**config.mk**
```make
export PLATFORM = sky130hd
export DESIGN_NAME = mdu
export DESIGN_NICKNAME = d
export VERILOG_FILES = /design/src/rtl/mdu_pkg.sv /design/src/rtl/mdu_negate.sv /design/src/rtl/mdu.sv
export SDC_FILE = /design/constraint.sdc
export NUM_CORES = 1
export LEC_CHECK = 0
export CORE_MARGIN = 3
export CORE_UTILIZATION = 60
export CTS_CLUSTER_DIAMETER = 100
export DETAILED_ROUTE_END_ITERATION = 10
export GPL_TIMING_DRIVEN = 0
export PLACE_DENSITY_LB_ADDON = 0.08
export SYNTH_ARGS = -nofsm -noshare
export SYNTH_HDL_FRONTEND = slang
export SYNTH_SLANG_ARGS = --single-unit
```
**constraint.sdc**
```tcl
create_clock -name clk -period 10.8 [get_ports clk]
set_clock_uncertainty 0.2 [all_clocks]
set_input_delay 2.16 -clock clk [delete_from_list [all_inputs] [get_ports clk]]
set_output_delay 2.16 -clock clk [all_outputs]
set_load 0.005 [all_outputs]
```
**src/rtl/mdu_pkg.sv**
```systemverilog
// Shared pipeline definitions for the EX-stage multiply/divide unit:
// operation and state encodings plus the default datapath width.
package mdu_pkg;

  localparam int MDU_WIDTH = 32;

  typedef enum logic [1:0] {
    OP_MULTU = 2'b00,
    OP_MULT  = 2'b01,
    OP_DIVU  = 2'b10,
    OP_DIV   = 2'b11
  } op_e;

  typedef enum logic [1:0] {
    S_IDLE = 2'b00,
    S_MUL  = 2'b01,
    S_DIV  = 2'b10,
    S_FIX  = 2'b11
  } state_e;

endpackage

```
**src/rtl/mdu_negate.sv**
```systemverilog
// Combinational conditional two's complement: dout = en ? -din : din.
module mdu_negate #(
  parameter int W = 32
) (
  input  logic         en,
  input  logic [W-1:0] din,
  output logic [W-1:0] dout
);

  assign dout = en ? ('0 - din) : din;

endmodule

```
**src/rtl/mdu.sv**
```systemverilog
// Iterative radix-2 multiply / restoring divide unit with HI/LO registers.
// One bit per cycle; signs are stripped at launch and reapplied in FIX.
module mdu
  import mdu_pkg::*;
#(
  parameter int WIDTH = MDU_WIDTH
) (
  input  logic             clk,
  input  logic             rst,
  input  logic             start,
  input  logic [1:0]       op,
  input  logic [WIDTH-1:0] a,
  input  logic [WIDTH-1:0] b,
  input  logic             abort,
  input  logic             mthi,
  input  logic             mtlo,
  input  logic [WIDTH-1:0] wdata,
  output logic             busy,
  output logic             stall,
  output logic             done,
  output logic [WIDTH-1:0] hi,
  output logic [WIDTH-1:0] lo
);

  localparam int CW = $clog2(WIDTH);

  state_e             state, state_nxt;
  op_e                op_s;
  logic [CW-1:0]      cnt;
  logic [2*WIDTH-1:0] acc;
  logic [WIDTH-1:0]   opd;
  logic               sign_q, sign_r, is_div;

  logic               idle, launch, last, op_signed, op_div, writeback;
  logic [WIDTH-1:0]   mag_a, mag_b;
  logic [WIDTH:0]     mul_sum;
  logic [WIDTH:0]     rem_sh;
  logic [WIDTH-1:0]   div_diff;
  logic               div_ge;
  logic [2*WIDTH-1:0] mul_nxt, div_nxt, prod_fix;
  logic [WIDTH-1:0]   quo_fix, rem_fix;

  assign op_s      = op_e'(op);
  assign op_signed = (op_s == OP_MULT) || (op_s == OP_DIV);
  assign op_div    = (op_s == OP_DIVU) || (op_s == OP_DIV);
  assign idle      = (state == S_IDLE);
  assign launch    = idle && start && !abort;
  assign last      = (cnt == CW'(WIDTH - 1));
  assign writeback = (state == S_FIX) && !abort;

  assign mag_a = (op_signed && a[WIDTH-1]) ? ('0 - a) : a;
  assign mag_b = (op_signed && b[WIDTH-1]) ? ('0 - b) : b;

  // Multiply: acc = {partial product, remaining multiplier bits}; the carry
  // out of the add is shifted back in so no product bit is lost.
  assign mul_sum = {1'b0, acc[2*WIDTH-1:WIDTH]} + {1'b0, (acc[0] ? opd : '0)};
  assign mul_nxt = {mul_sum, acc[WIDTH-1:1]};

  // Divide: acc = {rem, quo}. The shifted remainder needs WIDTH+1 bits; when
  // it is >= divisor the low WIDTH bits of the difference are exact.
  assign rem_sh   = acc[2*WIDTH-1:WIDTH-1];
  assign div_ge   = (rem_sh >= {1'b0, opd});
  assign div_diff = rem_sh[WIDTH-1:0] - opd;
  assign div_nxt  = div_ge ? {div_diff, acc[WIDTH-2:0], 1'b1}
                           : {rem_sh[WIDTH-1:0], acc[WIDTH-2:0], 1'b0};

  mdu_negate #(.W(2*WIDTH)) u_neg_prod (
    .en(sign_q), .din(acc), .dout(prod_fix)
  );
  mdu_negate #(.W(WIDTH)) u_neg_quo (
    .en(sign_q), .din(acc[WIDTH-1:0]), .dout(quo_fix)
  );
  mdu_negate #(.W(WIDTH)) u_neg_rem (
    .en(sign_r), .din(acc[2*WIDTH-1:WIDTH]), .dout(rem_fix)
  );

  // NOTE: sequential state uses non-blocking (<=) so every flop samples the
  // pre-edge values; blocking here would create order-dependent races.
  always_ff @(posedge clk or negedge rst) begin
    if (!rst) state <= S_IDLE;
    else      state <= state_nxt;
  end

  // NOTE: assigning a default first keeps every path driven, so no latch.
  always_comb begin
    state_nxt = state;
    unique case (state)
      S_IDLE:       if (launch) state_nxt = op_div ? S_DIV : S_MUL;
      S_MUL, S_DIV: if (abort) state_nxt = S_IDLE;
                    else if (last) state_nxt = S_FIX;
      S_FIX:        state_nxt = S_IDLE;
      default:      state_nxt = S_IDLE;
    endcase
  end

  always_comb begin
    busy  = !idle;
    stall = busy || (start && idle);
  end

  always_ff @(posedge clk or negedge rst) begin
    if (!rst) begin
      cnt    <= '0;
      acc    <= '0;
      opd    <= '0;
      sign_q <= 1'b0;
      sign_r <= 1'b0;
      is_div <= 1'b0;
      hi     <= '0;
      lo     <= '0;
      done   <= 1'b0;
    end else begin
      done <= 1'b0;
      if (launch) begin
        cnt    <= '0;
        acc    <= {{WIDTH{1'b0}}, (op_div ? mag_a : mag_b)};
        opd    <= op_div ? mag_b : mag_a;
        sign_q <= op_signed && (a[WIDTH-1] ^ b[WIDTH-1]);
        sign_r <= op_signed && a[WIDTH-1];
        is_div <= op_div;
      end else if (state == S_MUL || state == S_DIV) begin
        cnt <= cnt + CW'(1);
        acc <= (state == S_DIV) ? div_nxt : mul_nxt;
      end
      // Move-to writes land in IDLE even on a launch edge; the result of that
      // operation overwrites them later.
      if (idle && mthi) hi <= wdata;
      if (idle && mtlo) lo <= wdata;
      if (writeback) begin
        hi   <= is_div ? rem_fix : prod_fix[2*WIDTH-1:WIDTH];
        lo   <= is_div ? quo_fix : prod_fix[WIDTH-1:0];
        done <= 1'b1;
      end
    end
  end

endmodule

```
==> Word level (Yosys, flattened, before mapping) <==
Cells that the tools add are included.
{ "word_totals": {"word_cells": 75, "mem_count": 0, "rom_bits": 0, "ramBits": 0, "output_inout_bits": 67, "latch_bits": 0, "reg_bits": 171} }
{ "classes": {"bitwise_logic": 1, "multipliers": 0, "n_div": 0, "eq_ne": 9, "reduce_logical": 20, "shifts": 0, "mux": 26, "order_cmp": 1, "add_sub_neg": 8} }
{ "ops": {"columns": ["op", "n"], "rows": [
  ["32-bit 2-to-1 mux", 13],
  ["64-bit 2-to-1 mux", 5],
  ["1-bit by 32-bit subtractor with 32-bit output, first input constant", 4],
  ["1-bit by 64-bit subtractor with 64-bit output, first input constant", 1],
  ["32-bit by 32-bit adder with 33-bit output", 1],
  ["33-bit by 32-bit >= comparator with 1-bit output", 1],
  ["32-bit subtractor", 1],
  ["5-bit 2-to-1 mux", 2],
  ["2-bit == test, second input constant", 4],
  ["1-bit logical AND", 8],
  ["2-bit 2-to-1 mux", 4],
  ["2-bit case mux with 3 select lines", 1],
  ["2-bit nonzero test", 3],
  ["5-bit by 1-bit adder with 5-bit output, second input constant", 1],
  ["5-bit == test, second input constant", 1],
  ["2-bit by 1-bit == test with 1-bit output, second input constant", 2],
  ["1-bit logical OR", 4],
  ["3-bit != test, second input constant", 1],
  ["1-bit zero test", 2],
  ["2-bit zero test", 1],
  ["2-bit by 1-bit != test with 1-bit output, second input constant", 1],
  ["2-bit AND reduction", 1],
  ["2-bit OR reduction", 1],
  ["1-bit 2-to-1 mux", 1],
  ["1-bit XOR", 1]
]} }

==> Longest topological paths before layout <==
{ "depth": {"ltp_word": 6, "mapped_depth": 15} }

==> Cells and area by module <==
From an unflattened synthesis, not the netlist that was laid out.
{ "hier_totals": {"hier_cells": 2134, "area_unflattened_um2": 17135.2} }
{ "by_module_without_submodules": {"columns": ["mod", "cells_per_inst", "instances", "area_each_um2", "seq_area_each_um2"], "rows": [
  ["mdu", 1720, 1, 14147.3, 4279.1],
  ["mdu_negate at u_neg_quo ...", 108, 2, 767.0, 0.0],
  ["mdu_negate at u_neg_prod", 198, 1, 1453.9, 0.0]
]} }

==> Worst setup path after synthesis <==
OpenSTA, ideal clock, no wires.
{ "synth_timing": {"kind": "input to register", "start": "input port b[9]", "end": "register acc[30]", "setup_ns": 0.140, "path_slack_ns": 5.783, "arrival_time_ns": 4.677, "stages": 8, "path_cell_list": "or4_1 or3_1 or3_1 or4_1 or3_1 o21ai_0 xor2_1 o221ai_1"} }
{ "synth_via": {"elab_chain_cells": 4} }
{ "synth_lines": {"columns": ["element", "line_no", "source"], "rows": [
  ["start: declaration", "mdu.sv:13", "input logic [WIDTH-1:0] b,"],
  ["1-bit by 32-bit subtractor with 32-bit output", "mdu.sv:52", "assign mag_b = (op_signed && b[WIDTH-1]) ? ('0 - b) : b;"],
  ["32-bit 2-to-1 mux", "mdu.sv:52", null],
  ["32-bit 2-to-1 mux", "mdu.sv:116", "acc <= {{WIDTH{1'b0}}, (op_div ? mag_a : mag_b)};"],
  ["64-bit 2-to-1 mux", "mdu.sv:114", "if (launch) begin"],
  ["end signal: assignment", "mdu.sv:116", null],
  ["end signal: assignment", "mdu.sv:123", "acc <= (state == S_DIV) ? div_nxt : mul_nxt;"],
  ["end: declaration", "mdu.sv:30", "logic [2*WIDTH-1:0] acc;"]
]} }
No other way between the ends.
A chain may end at the register's enable or synchronous reset.

==> Worst setup path in the final report <==
{ "layout_timing": {"start": "input port a[7]", "end": "register opd[31]"} }
{ "layout_via": {"elab_chain_cells": 3} }
{ "layout_lines": {"columns": ["element", "line_no", "source"], "rows": [
  ["start: declaration", "mdu.sv:12", "input logic [WIDTH-1:0] a,"],
  ["1-bit by 32-bit subtractor with 32-bit output", "mdu.sv:51", "assign mag_a = (op_signed && a[WIDTH-1]) ? ('0 - a) : a;"],
  ["32-bit 2-to-1 mux", "mdu.sv:51", null],
  ["32-bit 2-to-1 mux", "mdu.sv:117", "opd <= op_div ? mag_b : mag_a;"],
  ["end signal: assignment", "mdu.sv:117", null],
  ["end: declaration", "mdu.sv:31", "logic [WIDTH-1:0] opd;"]
]} }
No other way between the ends.

==> out/summary.txt <==
Ports = 171
minimum clock period = 5.75 ns
Worst path max stage delay = 0.77 ns
HP Start = opd[16]
die width = 166 µm
Worst EP arrival = 5.92 ns
Avg Inst Size Synth = 7.80 µm²
crit share post-route = 0.532
Post-CTS Hold Buffers = 0
largest cells by area after synthesis = dfrtp_1, o21ai_0, mux2i_1, ha_1, xnor2_1
cell mode on critical path = nand2_1
final RePlAce weighted congestion = 1.03
Max-slew headroom = 0.296
Fin. Hold Viols = 0
Die Span Y = 166 µm
vias = 16.8k
Hold Path Class = reg2reg
Worst Tran Pin Value = 1.05 ns
Yosys top cell by area = dfrtp_1
cell row count = 57
Placed Instances = 2,467
Yosys cell types = 77
Setup Buffers After CTS = 0
Worst path top cell family by delay = simple AND/OR/NAND/NOR gates
Main synth FF type = dfrtp_1
Crit path required time = 10.97 ns
fin nets = 2,342
gr ovfl total = 0
Reg2Reg Setup Slack = 5.97 ns
vias in the first global route = 15.8k
CP max stage cell = nor4_1
pin count of the biggest net entering global routing = 91
setup TNS = 0 ns
Avg WL per Cell = 23.3 µm
Detailed Route WL = 58.3 mm
crit end category = register
Switching Share = 0.527
cell count after synthesis = 1,973
Internal = 3.06 mW
DRC viols = 0
Diodes inserted = 0
CP Max Fanout = 4
Clock Latency Late Sink = 0.46 ns
initial core utilization = 0.622
Fmax = 174 MHz
syn_nets = 2,153
P_sw = 3.40 mW
kind of critical path = in2reg
setup ws final = 5.05 ns
post-cts sizing count = 0
fin cells = 2,499
deepest clock path buffer count = 2
worst flop-to-flop path startpoint = acc[0]
clock network power share = 0.102
maximum VDD drop = 0.292 mV
most common cell in the netlist = o21ai_0
worst path cell trace = clkdlybuf4s50_1 > or4_1 > or3_1 > nor4_1 > nand2_1 > o41ai_1 > nand2_1 > o21ai_0 > nand2_1 > o21ai_1
Setup WS pre-CTS = 4.88 ns
GRT Total Usage = 0.408
WHS = 0.292 ns
Syn. warnings = 0
Post-synth EDFFs = 0
drt initial violations = 2,326
area of the mapped netlist = 15,400 µm²
R2R depth = 13
Hold Path Depth = 2
outcome = finished, final reports clean
layout cell share with drive strength beyond 1 = 0.0345
Synth top area share = 0.278
number of synthesized register bits = 171
leak pwr = 7.48 nW
Async S/R FF share, synth = 1.00
initial antenna violation count = 0
Max Slew Vio Count = 0
Routed Antenna Nets = 0
CTS tree = built
unrepaired setup endpoints after global routing = no
first-pass detailed-route iteration total = 6
first-pass GRT wire length = 89.4 mm
Root Driver = clkbuf_16
FILL cells = 1,923
HPWL Detailed = 45.8 mm
die area = 27,600 µm²
port buffer count = 168
post-synthesis sequential area ratio = 0.278
Hold Path Sink = opd[16]
worst reg2reg endpoint = acc[59]
placed cell area = 17,500 µm²
Seq pwr share = 0.214
routed vias/inst = 6.73
combinational share of power = 0.684
Startpoint Class = primary input
WP buf/inv = 1
CTS buffer count = 17
most frequent cells after synthesis = o21ai_0, nand2_1, dfrtp_1, nor2_1, a21oi_1
CTS sink count = 171
core area = 24,700 µm²
H-tree depth = 4
post-route cell area = 18,200 µm²
max-cap viol count = 0
PwrDens = 356 nW/µm²
Worst-path clk slew = 0.09 ns
# setup viols final = 0
area growth from synthesis to layout = 18.0%
==> per-stage QoR <==
step                total power, mW  utilization
floorplan                      4.16            -
global placement               5.50        0.706
detailed placement             5.63        0.708
CTS                            6.30        0.734
global route                   6.86        0.734
finish                         6.46        0.734
==> state kept, by name (all words and copies together) (netlist names) <==
register and flops:
hi 32, lo 32, sign_q 1, cnt 5, state 2, acc 64
opd 32, done 1, sign_r 1, is_div 1
==> cell usage in the layout (no fill, tap or decap), types with 24 or more instances in the layout <==
master / n
o21ai_0: 244
nand2_1: 241
dfrtp_1: 171
nor2_1: 168
clkdlybuf4s50_1: 167
a21oi_1: 132
mux2i_1: 112
xnor2_1: 104
clkbuf_1: 88
ha_1: 74
inv_1: 70
xor2_1: 67
o211ai_1: 47
nor3_1: 35
nand3_1: 31
or3_1: 29
a31oi_1: 28
o31ai_1: 24
==> worst max path at each step <==
stage               start  endpoint  slack [ns]  cells past startpoint
global route         a[7]   opd[31]        4.92                     10
global placement      rst   acc[37]        0.39                      1
CTS                 start     stall        5.19                      3
finish               a[7]   opd[31]        5.05                     10
detailed placement   a[7]   opd[31]        4.88                     10
floorplan            b[9]   acc[30]        5.78                      8
==> per-layer routing <==
| metal | global-route usage | wire length [µm] | vias up |
|---|---|---|---|
| met2 | 0.619 | 25100 | 1216 |
| met4 | 0.216 | 3660 | 0 |
| met5 | 0 | 0 | - |
| li1 | - | - | 7490 |
| met1 | 0.547 | 22500 | 7876 |
| met3 | 0.0890 | 7010 | 227 |
==> power by group through the flow <==
| stage | clock network (mW) | logic, mW | registers [mW] |
|---|---|---|---|
| after CTS | 0.652 | 4.29 | 1.35 |
| after global placement | 0 | 4.16 | 1.34 |
| after global routing | 0.679 | 4.78 | 1.40 |
| final | 0.661 | 4.42 | 1.38 |
| after detailed placement | 0 | 4.27 | 1.36 |
| after floorplan | 0 | 2.93 | 1.23 |
==> cell type report <==
type	instances	area (µm²)	share of cell area
Clock inverter	15	211	0.0116
Timing Repair Buffer	170	1720	0.0950
Clock buffer	17	425	0.0234
Multi-Input combinational cell	1615	10300	0.570
Tap cell	324	405	0.0223
Buffer	114	495	0.0273
Sequential cell	171	4280	0.236
Inverter	73	274	0.0151
==> kinds of logic (layout without fill, tap and decap cells) <==
| kind of cell | count (synthesis) | in the layout | synth area share |
|---|---|---|---|
| AOI/OAI and AO/OA | 627 | 627 | 0.250 |
| and+or+nand+nor | 622 | 622 | 0.184 |
| buffers and inverters | 187 | 389 | 0.0500 |
| xor gates and xnor gates | 171 | 171 | 0.0973 |
| DFF | 171 | 171 | 0.278 |
| muxes | 119 | 119 | 0.0780 |
| adders and majority gates | 76 | 76 | 0.0628 |
==> worst min-delay path: cells and delay by family, from the launching register on <==
family           cells  cell delay, ns
flip-flops           1            0.35
AO/OA/AOI/OAI        1            0.06
AND/OR/NAND/NOR      1            0.04
Note: power is estimated with default switching activity, not from simulation.
